===== src/rtl/riscv_id_pkg.sv =====
// Shared decode constants for the RV32I/RV32E decode stage: opcodes, ALU
// control encodings, immediate formats and the immediate generator.
package riscv_id_pkg;

    // Base opcodes handled by this decoder; anything else is flagged illegal.
    localparam logic [6:0] OPC_LUI    = 7'b0110111;
    localparam logic [6:0] OPC_AUIPC  = 7'b0010111;
    localparam logic [6:0] OPC_JAL    = 7'b1101111;
    localparam logic [6:0] OPC_JALR   = 7'b1100111;
    localparam logic [6:0] OPC_BRANCH = 7'b1100011;
    localparam logic [6:0] OPC_LOAD   = 7'b0000011;
    localparam logic [6:0] OPC_STORE  = 7'b0100011;
    localparam logic [6:0] OPC_OP_IMM = 7'b0010011;
    localparam logic [6:0] OPC_OP     = 7'b0110011;

    // ALU control is {instr[30], funct3}; named values for the execute stage.
    localparam logic [3:0] ALU_ADD  = 4'b0000;
    localparam logic [3:0] ALU_SUB  = 4'b1000;
    localparam logic [3:0] ALU_SLL  = 4'b0001;
    localparam logic [3:0] ALU_SLT  = 4'b0010;
    localparam logic [3:0] ALU_SLTU = 4'b0011;
    localparam logic [3:0] ALU_XOR  = 4'b0100;
    localparam logic [3:0] ALU_SRL  = 4'b0101;
    localparam logic [3:0] ALU_SRA  = 4'b1101;
    localparam logic [3:0] ALU_OR   = 4'b0110;
    localparam logic [3:0] ALU_AND  = 4'b0111;

    // Immediate layouts; IMM_R means "no immediate" and yields zero.
    typedef enum logic [2:0] {
        IMM_R = 3'd0,
        IMM_I = 3'd1,
        IMM_S = 3'd2,
        IMM_B = 3'd3,
        IMM_U = 3'd4,
        IMM_J = 3'd5
    } imm_fmt_e;

    // Builds the immediate sign-extended to 64 bits; callers truncate to XLEN.
    function automatic logic [63:0] imm_gen(input logic [31:0] instr, input imm_fmt_e fmt);
        logic [63:0] imm;
        case (fmt)
            IMM_I:   imm = {{52{instr[31]}}, instr[31:20]};
            IMM_S:   imm = {{52{instr[31]}}, instr[31:25], instr[11:7]};
            IMM_B:   imm = {{51{instr[31]}}, instr[31], instr[7], instr[30:25], instr[11:8], 1'b0};
            IMM_U:   imm = {{32{instr[31]}}, instr[31:12], 12'b0};
            IMM_J:   imm = {{43{instr[31]}}, instr[31], instr[19:12], instr[20], instr[30:21], 1'b0};
            default: imm = 64'd0;
        endcase
        return imm;
    endfunction

endpackage


===== src/rtl/id_regfile.sv =====
// Architectural register file: NREGS x XLEN, two asynchronous read ports,
// one synchronous write port, synchronous clear. x0 has no storage and reads
// zero; indices at or above NREGS match no entry, so writes to them are lost
// and reads of them return zero.
module id_regfile #(
    parameter int XLEN  = 32,
    parameter int NREGS = 32
) (
    input  logic            clk,
    input  logic            rst,
    input  logic [4:0]      ra1,
    output logic [XLEN-1:0] rd1,
    input  logic [4:0]      ra2,
    output logic [XLEN-1:0] rd2,
    input  logic            we,
    input  logic [4:0]      wa,
    input  logic [XLEN-1:0] wd
);

    logic [XLEN-1:0] regs_r [1:NREGS-1];

    // Clear every entry on reset, otherwise write the addressed entry.
    always_ff @(posedge clk) begin
        if (rst) begin
            for (int i = 1; i < NREGS; i++) begin
                regs_r[i] <= {XLEN{1'b0}};
            end
        end else if (we) begin
            for (int i = 1; i < NREGS; i++) begin
                if (wa == 5'(i)) begin
                    regs_r[i] <= wd;
                end
            end
        end
    end

    // Read port 1: decoded select, zero for x0 and out-of-range indices.
    always_comb begin
        rd1 = {XLEN{1'b0}};
        for (int i = 1; i < NREGS; i++) begin
            rd1 = (ra1 == 5'(i)) ? regs_r[i] : rd1;
        end
    end

    // Read port 2: same structure as port 1.
    always_comb begin
        rd2 = {XLEN{1'b0}};
        for (int i = 1; i < NREGS; i++) begin
            rd2 = (ra2 == 5'(i)) ? regs_r[i] : rd2;
        end
    end

endmodule


===== src/rtl/id_stage_pipe.sv =====
// Decode stage: decodes the fetched instruction, reads operands with a
// writeback bypass, and holds the result in a single output slot with
// valid/ready handshakes, load-use bubbles, flush and in-slot operand refresh.
module id_stage_pipe
    import riscv_id_pkg::*;
#(
    parameter int XLEN  = 32,
    parameter int NREGS = 32
) (
    input  logic            clk,
    input  logic            rst,
    input  logic            if_valid,
    output logic            if_ready,
    input  logic [31:0]     if_instr,
    input  logic [XLEN-1:0] if_pc,
    input  logic            flush,
    input  logic            wb_we,
    input  logic [4:0]      wb_rd,
    input  logic [XLEN-1:0] wb_data,
    input  logic            ex_load_valid,
    input  logic [4:0]      ex_load_rd,
    input  logic            ex_ready,
    output logic            id_valid,
    output logic [XLEN-1:0] id_pc,
    output logic [4:0]      id_rs1,
    output logic [4:0]      id_rs2,
    output logic [4:0]      id_rd,
    output logic [XLEN-1:0] id_rs1_data,
    output logic [XLEN-1:0] id_rs2_data,
    output logic [XLEN-1:0] id_imm,
    output logic [6:0]      id_opcode,
    output logic [2:0]      id_func3,
    output logic [3:0]      id_alu_ctrl,
    output logic            id_reg_write,
    output logic            id_illegal
);

    // True when a register index exists in this configuration.
    function automatic logic idx_ok(input logic [4:0] idx);
        return ({1'b0, idx} < 6'(NREGS));
    endfunction

    // Decoder outputs for the incoming instruction.
    logic [6:0]      opcode_s;
    logic [2:0]      func3_s;
    logic [4:0]      rs1_idx_s;
    logic [4:0]      rs2_idx_s;
    logic [4:0]      rd_idx_s;
    imm_fmt_e        fmt_s;
    logic            uses_rs1_s;
    logic            uses_rs2_s;
    logic            writes_rd_s;
    logic            opc_ok_s;
    logic [3:0]      alu_ctrl_s;
    logic            illegal_s;
    logic            reg_write_s;
    logic [XLEN-1:0] imm_s;
    logic [XLEN-1:0] rf_rd1_s;
    logic [XLEN-1:0] rf_rd2_s;
    logic [XLEN-1:0] rs1_data_s;
    logic [XLEN-1:0] rs2_data_s;

    // Handshake and hazard controls.
    logic hazard_s;
    logic accept_s;
    logic handoff_s;
    logic if_ready_s;
    logic id_valid_s;

    // Output slot.
    logic            slot_full_r;
    logic [XLEN-1:0] pc_r;
    logic [4:0]      rs1_r;
    logic [4:0]      rs2_r;
    logic [4:0]      rd_r;
    logic [XLEN-1:0] rs1_data_r;
    logic [XLEN-1:0] rs2_data_r;
    logic [XLEN-1:0] imm_r;
    logic [6:0]      opcode_r;
    logic [2:0]      func3_r;
    logic [3:0]      alu_ctrl_r;
    logic            reg_write_r;
    logic            illegal_r;
    logic            uses_rs1_r;
    logic            uses_rs2_r;

    id_regfile #(
        .XLEN  (XLEN),
        .NREGS (NREGS)
    ) u_regfile (
        .clk (clk),
        .rst (rst),
        .ra1 (rs1_idx_s),
        .rd1 (rf_rd1_s),
        .ra2 (rs2_idx_s),
        .rd2 (rf_rd2_s),
        .we  (wb_we),
        .wa  (wb_rd),
        .wd  (wb_data)
    );

    // Field extraction and opcode classification of the fetched instruction.
    always_comb begin
        opcode_s    = if_instr[6:0];
        func3_s     = if_instr[14:12];
        rs1_idx_s   = if_instr[19:15];
        rs2_idx_s   = if_instr[24:20];
        rd_idx_s    = if_instr[11:7];
        fmt_s       = IMM_R;
        uses_rs1_s  = 1'b1;
        uses_rs2_s  = 1'b0;
        writes_rd_s = 1'b0;
        opc_ok_s    = 1'b0;
        alu_ctrl_s  = ALU_ADD;
        case (opcode_s)
            OPC_LUI, OPC_AUIPC: begin
                fmt_s       = IMM_U;
                uses_rs1_s  = 1'b0;
                writes_rd_s = 1'b1;
                opc_ok_s    = 1'b1;
            end
            OPC_JAL: begin
                fmt_s       = IMM_J;
                uses_rs1_s  = 1'b0;
                writes_rd_s = 1'b1;
                opc_ok_s    = 1'b1;
            end
            OPC_JALR, OPC_LOAD: begin
                fmt_s       = IMM_I;
                writes_rd_s = 1'b1;
                opc_ok_s    = 1'b1;
            end
            OPC_BRANCH: begin
                fmt_s      = IMM_B;
                uses_rs2_s = 1'b1;
                opc_ok_s   = 1'b1;
            end
            OPC_STORE: begin
                fmt_s      = IMM_S;
                uses_rs2_s = 1'b1;
                opc_ok_s   = 1'b1;
            end
            OPC_OP_IMM: begin
                fmt_s       = IMM_I;
                writes_rd_s = 1'b1;
                opc_ok_s    = 1'b1;
                // Only the shift-right group uses instr[30] (SRAI vs SRLI).
                alu_ctrl_s  = {(func3_s == 3'b101) ? if_instr[30] : 1'b0, func3_s};
            end
            OPC_OP: begin
                uses_rs2_s  = 1'b1;
                writes_rd_s = 1'b1;
                opc_ok_s    = 1'b1;
                alu_ctrl_s  = {if_instr[30], func3_s};
            end
            default: begin
                opc_ok_s = 1'b0;
            end
        endcase
    end

    // Legality, write enable, immediate and bypassed operands.
    always_comb begin
        illegal_s = (if_instr[1:0] != 2'b11) | !opc_ok_s
                  | (uses_rs1_s  & !idx_ok(rs1_idx_s))
                  | (uses_rs2_s  & !idx_ok(rs2_idx_s))
                  | (writes_rd_s & !idx_ok(rd_idx_s));
        // Illegal instructions still travel down the pipe but never write back.
        reg_write_s = writes_rd_s & (rd_idx_s != 5'd0) & !illegal_s;
        imm_s       = XLEN'(imm_gen(if_instr, fmt_s));
        rs1_data_s  = (wb_we && (wb_rd == rs1_idx_s) && (rs1_idx_s != 5'd0)) ? wb_data : rf_rd1_s;
        rs2_data_s  = (wb_we && (wb_rd == rs2_idx_s) && (rs2_idx_s != 5'd0)) ? wb_data : rf_rd2_s;
    end

    // Load-use detection against the slotted instruction and handshake terms.
    always_comb begin
        hazard_s = slot_full_r & ex_load_valid & (ex_load_rd != 5'd0)
                 & ((uses_rs1_r & (rs1_r == ex_load_rd)) | (uses_rs2_r & (rs2_r == ex_load_rd)));
        id_valid_s = slot_full_r & !hazard_s;
        if_ready_s = !rst & !hazard_s & (!slot_full_r | ex_ready);
        accept_s   = if_valid & if_ready_s & !flush;
        // A flush drops the slot, so it never counts as a handoff.
        handoff_s  = id_valid_s & ex_ready & !flush;
    end

    // Output slot: reload on accept, empty on handoff or flush, else hold and
    // pick up writeback results for the held operands.
    always_ff @(posedge clk) begin
        if (rst) begin
            slot_full_r <= 1'b0;
            pc_r        <= {XLEN{1'b0}};
            rs1_r       <= 5'd0;
            rs2_r       <= 5'd0;
            rd_r        <= 5'd0;
            rs1_data_r  <= {XLEN{1'b0}};
            rs2_data_r  <= {XLEN{1'b0}};
            imm_r       <= {XLEN{1'b0}};
            opcode_r    <= 7'd0;
            func3_r     <= 3'd0;
            alu_ctrl_r  <= 4'd0;
            reg_write_r <= 1'b0;
            illegal_r   <= 1'b0;
            uses_rs1_r  <= 1'b0;
            uses_rs2_r  <= 1'b0;
        end else begin
            if (flush) begin
                slot_full_r <= 1'b0;
            end else if (accept_s) begin
                slot_full_r <= 1'b1;
            end else if (handoff_s) begin
                slot_full_r <= 1'b0;
            end else begin
                slot_full_r <= slot_full_r;
            end

            if (accept_s) begin
                pc_r        <= if_pc;
                rs1_r       <= rs1_idx_s;
                rs2_r       <= rs2_idx_s;
                rd_r        <= rd_idx_s;
                rs1_data_r  <= rs1_data_s;
                rs2_data_r  <= rs2_data_s;
                imm_r       <= imm_s;
                opcode_r    <= opcode_s;
                func3_r     <= func3_s;
                alu_ctrl_r  <= alu_ctrl_s;
                reg_write_r <= reg_write_s;
                illegal_r   <= illegal_s;
                uses_rs1_r  <= uses_rs1_s;
                uses_rs2_r  <= uses_rs2_s;
            end else begin
                if (wb_we && (wb_rd == rs1_r) && (rs1_r != 5'd0)) begin
                    rs1_data_r <= wb_data;
                end
                if (wb_we && (wb_rd == rs2_r) && (rs2_r != 5'd0)) begin
                    rs2_data_r <= wb_data;
                end
            end
        end
    end

    assign if_ready     = if_ready_s;
    assign id_valid     = id_valid_s;
    assign id_pc        = pc_r;
    assign id_rs1       = rs1_r;
    assign id_rs2       = rs2_r;
    assign id_rd        = rd_r;
    assign id_rs1_data  = rs1_data_r;
    assign id_rs2_data  = rs2_data_r;
    assign id_imm       = imm_r;
    assign id_opcode    = opcode_r;
    assign id_func3     = func3_r;
    assign id_alu_ctrl  = alu_ctrl_r;
    assign id_reg_write = reg_write_r;
    assign id_illegal   = illegal_r;

endmodule


===== config.mk =====
export PLATFORM = sky130hd
export DESIGN_NAME = id_stage_pipe
export DESIGN_NICKNAME = d
export VERILOG_FILES = /design/src/rtl/riscv_id_pkg.sv /design/src/rtl/id_regfile.sv /design/src/rtl/id_stage_pipe.sv
export SDC_FILE = /design/constraint.sdc
export NUM_CORES = 2
export LEC_CHECK = 0
export ABC_AREA = 1
export CAP_MARGIN = 20
export CORE_UTILIZATION = 42
export CTS_CLUSTER_SIZE = 28
export DETAILED_ROUTE_END_ITERATION = 8
export HOLD_SLACK_MARGIN = 0.06
export PLACE_DENSITY = 0.62
export SYNTH_ARGS = -nofsm -noshare
export SYNTH_HDL_FRONTEND = slang
export SYNTH_SLANG_ARGS = --single-unit

===== constraint.sdc =====
create_clock -name clk -period 7.8 [get_ports clk]
set_input_delay 1.95 -clock clk [delete_from_list [all_inputs] [get_ports clk]]
set_output_delay 1.95 -clock clk [all_outputs]
set_load 0.01 [all_outputs]

# --- Word level (Yosys, flattened, before mapping) ---
# Memory sizes are Yosys's and may differ from the RTL's.
# Index checks and enable logic that the tools add are counted.
word_totals:
  register_bits: 162
  mem_bits_rw: 992
  output_inout_bits: 161
  memories: 1
classes:
  n_eq_ne: 115
  n_mux: 235
  bitwise: 48
  n_reduce_logical: 30
mem_list:
  columns: ["memory", "depth", "word_bits", "read_ports", "rd_clocked_by_memory_dff", "wr", "line_no", "text"]
  rows:
  - ["u_regfile.regs_r", 31, 32, 31, 0, 31, "id_regfile.sv:20", "logic [XLEN-1:0] regs_r [1:NREGS-1];"]
ops:
  columns: ["op", "n"]
  rows:
  - ["32-bit 2-to-1 mux", 99]
  - ["5-bit == test, second input constant", 48]
  - ["32-bit case mux with 5 select lines", 1]
  - ["1-bit 2-to-1 mux", 133]
  - ["5-bit by 4-bit == test with 1-bit output, second input constant", 24]
  - ["5-bit by 3-bit == test with 1-bit output, second input constant", 12]
  - ["1-bit bitwise OR", 34]
  - ["5-bit by 2-bit == test with 1-bit output, second input constant", 6]
  - ["5-bit == test", 6]
  - ["5-bit nonzero test", 6]
  - ["7-bit by 6-bit == test with 1-bit output, second input constant", 3]
  - ["7-bit == test, second input constant", 3]
  - ["5-bit by 1-bit == test with 1-bit output, second input constant", 3]
  - ["3-bit case mux with 5 select lines", 1]
  - ["1-bit bitwise AND", 14]
  - ["7-bit by 5-bit == test with 1-bit output, second input constant", 2]
  - ["3-bit == test, second input constant", 3]
  - ["3-bit OR reduction", 3]
  - ["9-bit OR reduction", 1]
  - ["1-bit logical AND", 8]
  - ["4-bit case mux with 2 select lines", 1]
  - ["7-bit by 2-bit == test with 1-bit output, second input constant", 1]
  - ["7-bit OR reduction", 1]
  - ["3-bit by 2-bit == test with 1-bit output, second input constant", 2]
  - ["5 further kinds", 13]

# --- Depth between registers and ports, before layout ---
logic_depth:
  ltp_word: 34
  depth_mapped: 25
  ltp_nobuf: 24

# --- By module ---
# A second synthesis with hierarchy kept.
hier_totals:
  hier_cells: 7375
  hier_area_um2: 59254.3
modules_own_cells:
  columns: ["mod", "n_inst", "cells_per_inst", "area_per_inst_um2"]
  rows:
  - ["id_regfile", 1, 6090, 51008.9]
  - ["id_stage_pipe", 1, 1285, 8245.4]

# --- Worst setup path before layout ---
# OpenSTA, ideal clock, no wires.
synth_path:
  kind: "input port to flip-flop"
  startpoint: "in wb_rd[1]"
  endpoint: "reg u_regfile.regs_r[0][192] (netlist name)"
  arrival_time_ns: 4.988
  t_required_ns: 7.334
  path_slack_ns: 2.346
  stages: 7
  n_path_buf: 1
  path_cell_list: "clkbuf_1 > inv_1 > nor2_1 > inv_1 > nor2_1 > inv_1 > o21ai_0"
synth_lines:
  columns: ["item", "line_no", "text"]
  rows:
  - ["start, declared", "id_stage_pipe.sv:18", "input logic [4:0] wb_rd,"]

# --- Worst setup path in the final report ---
layout_path:
  startpoint: "in ex_load_rd[3]"
  endpoint: "out if_ready"
layout_between:
  elab_chain_cells: 7
layout_rtl:
  columns: ["item", "line_no", "text"]
  rows:
  - ["start, declared", "id_stage_pipe.sv:21", "input logic [4:0] ex_load_rd,"]
  - ["5-bit == test", "id_stage_pipe.sv:178", "& ((uses_rs1_r & (rs1_r == ex_load_rd)) | (uses_rs2_r & (rs2_r == ex_load_rd)));"]
  - ["1-bit bitwise AND", "id_stage_pipe.sv:178", null]
  - ["1-bit bitwise OR", "id_stage_pipe.sv:178", null]
  - ["1-bit bitwise AND (*)", "id_stage_pipe.sv:178", null]
  - ["1-bit logical NOT (*)", "id_stage_pipe.sv:180", "if_ready_s = !rst & !hazard_s & (!slot_full_r | ex_ready);"]
  - ["1-bit bitwise AND (*) (2 in series)", "id_stage_pipe.sv:180", null]
  - ["end, declared", "id_stage_pipe.sv:13", "output logic if_ready,"]
# Every way passes the cells marked *; elsewhere a longest branch is shown, timed or not.

==> results.toml <==
[floorplanning]
dieHeight_um = 374.2
die_w_um = 374.2
core_mm2 = 0.1375
ioPinCount = 274
dieArea_mm2 = 0.1400
start_util_pct = 42.31
row_count = 136

[placement]
place_congestion = 0.9689
dp.cells = 8951
numPortBuffers = 273
dp_slack_ps = 921.1
hpwl_mm = 151.5
placed_area_mm2 = 0.06320

[synthesis]
ys_types = 40
yosysSeqAreaShare_pct = 56.78
synth.net_count = 7282
netlist_area_mm2 = 0.05818
yosys_warnings = 0
ys_ff_latch = 1154
syn-instance-count = 7169
avgSynthCellArea_um2 = 8.115

[worst_setup_path]
crit_fanout = 3
cpPeakStageDelay_ps = 610
path_buf_inv = 2
worstPathRequired_ps = 5850
path_cells = "clkdlybuf4s50_1 -> o21ai_0 -> a221oi_1 -> nand2_1 -> o32ai_1 -> nand4_1 -> nand2_1 -> a21oi_1 -> clkdlybuf4s50_1"
crit_arrival_ps = 4760
cp-start-kind = "input port"
rr_worst_depth = 13
cp_slowest_cell = "clkdlybuf4s50_1"
r2r-start = "id_rs2[1]"
path_depth = 9
startpoint = "ex_load_rd[3]"
critPathKind = "in -> out"
crit_family = "buffers and inverters"
endpoint_kind = "output port"

[drt]
drtIter0Drc = 7220
routed_wl_mm = 225.8
route.detailed.drc = 0
avgRoutedWirePerCell_um = 24.58
drt.antenna.violating_nets = 0
vias = 52850
vias_per_cell = 5.752
drtPass1Iterations = 8

[timing]
final.setup.tns_ps = 0
setup_viol = 0
fin_hold_ws_ps = 463.4
layout_worst_path_cycle_share_pct = 85.99
finalHoldViolCount = 0
timing.fmax_mhz = 149.1
fin_ws_ps = 1093
tightest_slew_ps = 1237
slew_headroom_pct = 17.20
skew_ps = 41.27
rsz0062_at_grt = "no"
period_needed_ps = 6707
finalMaxSlewViolations = 0

[cells_and_area]
area_delta_synth_final_pct = 15.94
fillers = 12850
drive_gt1_share_pct = 7.264
insertedDiodeCount = 0
fin_nets = 7406
fin_cells = 9187
postLayoutCellArea_mm2 = 0.06745
post-route-util_pct = 49.06

[clocking]
cts_sinks = 1154
cts_post_setup_buffers_inserted = 0
cts_buffer_depth = 3
clkLatencyLatePin_ps = 800
htree_levels = 4
cts_tree = "built"
root_buffer = "clkbuf_16"
numCtsBuffers = 132
cts_resized = 0
clkTransAtPathRegs_ps = 50
cts_hold_buffers = 0

[flow_run]
maxCapViolCount = 0

[global_routing]
grt_start_max_net_pins = 93
gr-total-overflow = 0
grt_pass1_wl_mm = 326.4
grtUsageTotal_pct = 31.42
grt_pass1_vias = 49890
antenna_found_initial = 7

[pwr]
p_comb_share_pct = 9.6
clock_power_share_pct = 41.8
power_mw = 14.81
power_leakage_nw = 26.36
switchingPower_mw = 3.880
p_per_area_mw_per_mm2 = 219.6
ir_drop_mv = 0.1906
switching_share_pct = 26.19
power_frac_seq_pct = 48.6
intPower_mw = 10.93

[run_status]
status = "finished, final reports clean"

[hold_path]
whs_path_depth = 2
min_path_type = "reg -> reg"
min_from = "id_opcode[1]"
[logic make-up after synthesis]
kind of cell    Yosys count  synth area share, %
compound gates          613                5.420
xor+xnor                  7               0.1054
buf+inv                1125                7.448
flops                  1154                56.78
simple gates           4270                30.25
[path summary, 6_finish.rpt]
path	end	slack [ps]
hold reg to reg	id_opcode[1]	460
setup / recovery	if_ready	1090
hold / removal	id_opcode[1]	460
setup reg to reg	id_rs1_data[24]	3670
[worst reg2reg max path, delay by kind of cell (launching register included)]
kind                      cells  cell delay [ps]
and+or+nand+nor               5             1340
DFF                           1              360
AOI/OAI and AO/OA             5             1040
buffers and inverters         2             1140
xor gates and xnor gates      1              180
[cells in the final DEF (no fill, tap or decap), types with 3 or more instances in the layout]
master and count:
buf_16 6, buf_4 167, nor3b_1 7, clkinv_8 3, clkinv_1 26, bufinv_16 8, dfxtp_1 162, nor4_1 3
nand2_1 1834, inv_16 5, nand4_1 395, clkdlybuf4s50_1 271, nor2_4 9, clkbuf_1 41, clkinv_2 11, nor2_2 28
o21ai_2 3, clkbuf_8 4, or2_0 8, clkbuf_16 135, xor2_1 7, a221oi_1 5, o22ai_1 11, nand3_2 18
a21oi_1 369, nor3_1 23, nor2_1 1708, inv_6 6, o21ai_4 21, edfxtp_1 992, or2_2 65, inv_1 629
or2_1 6, nand2_2 6, buf_12 3, inv_2 26, nand3_1 155, o21ai_0 191
[power groups by stage]
stage	Combinational (mW)	Sequential, mW	Clock (mW)
global route	1.51	7.24	6.44
finish	1.43	7.20	6.19
global placement	1.38	7.31	0
CTS	1.40	7.20	6.22
floorplan	0.699	7.30	0
detailed placement	1.39	7.32	0
[sequential cells by signal (all words and copies together), names as in the netlist]
name and cells:
id_opcode 7, id_illegal 1, id_reg_write 1, id_rs2 5, id_alu_ctrl 4, uses_rs2_r 1, id_imm 32, id_rs1 5
u_regfile.regs_r 992, id_pc 32, slot_full_r 1, id_rd 5, id_rs2_data 32, id_func3 3, uses_rs1_r 1, id_rs1_data 32
[synth_stat cells, drive strengths merged]
cell	n	area, um2
nor2	1745	6618
o211ai	1	7.510
or2	79	494.2
edfxtp	992	29790
a221oi	5	43.79
o21ai	217	1086
o2111ai	1	8.760
o41ai	2	32.53
inv	658	2470
and2	1	6.260
nand3	174	890.9
a2111oi	1	8.760
nor3b	7	52.55
a32oi	1	8.760
a211oi	2	15.01
xor2	7	61.31
a41oi	1	8.760
o22ai	11	68.82
nor4	3	18.77
nor3	25	125.1
nand2	1840	6917
dfxtp	162	3243
a21oi	369	1847
clkinv	6	22.52
buf	69	369.1
and3	1	6.260
clkbuf	392	1471
o32ai	2	17.52
nand4	395	2471
[cell type report]
class	instances	area, um2	area share, %
clock buffer	180	3587	5.318
clock inverter	54	608.1	0.9015
timing repair buffer	451	4228	6.268
sequential	1154	33030	48.97
multi-input combinational	4890	21250	31.51
tap	1794	2245	3.328
inverter	664	2499	3.704
[layer usage]
| metal | vias up | global-route usage, % | wire length [um] |
|---|---|---|---|
| met5 | - | 0 | 48 |
| met4 | 8 | 11.99 | 8368 |
| met3 | 529 | 8.376 | 28780 |
| met2 | 3433 | 47.70 | 99670 |
| met1 | 25380 | 42.80 | 88910 |
| li1 | 23490 | - | - |
Power figures use the tool's default switching activity.
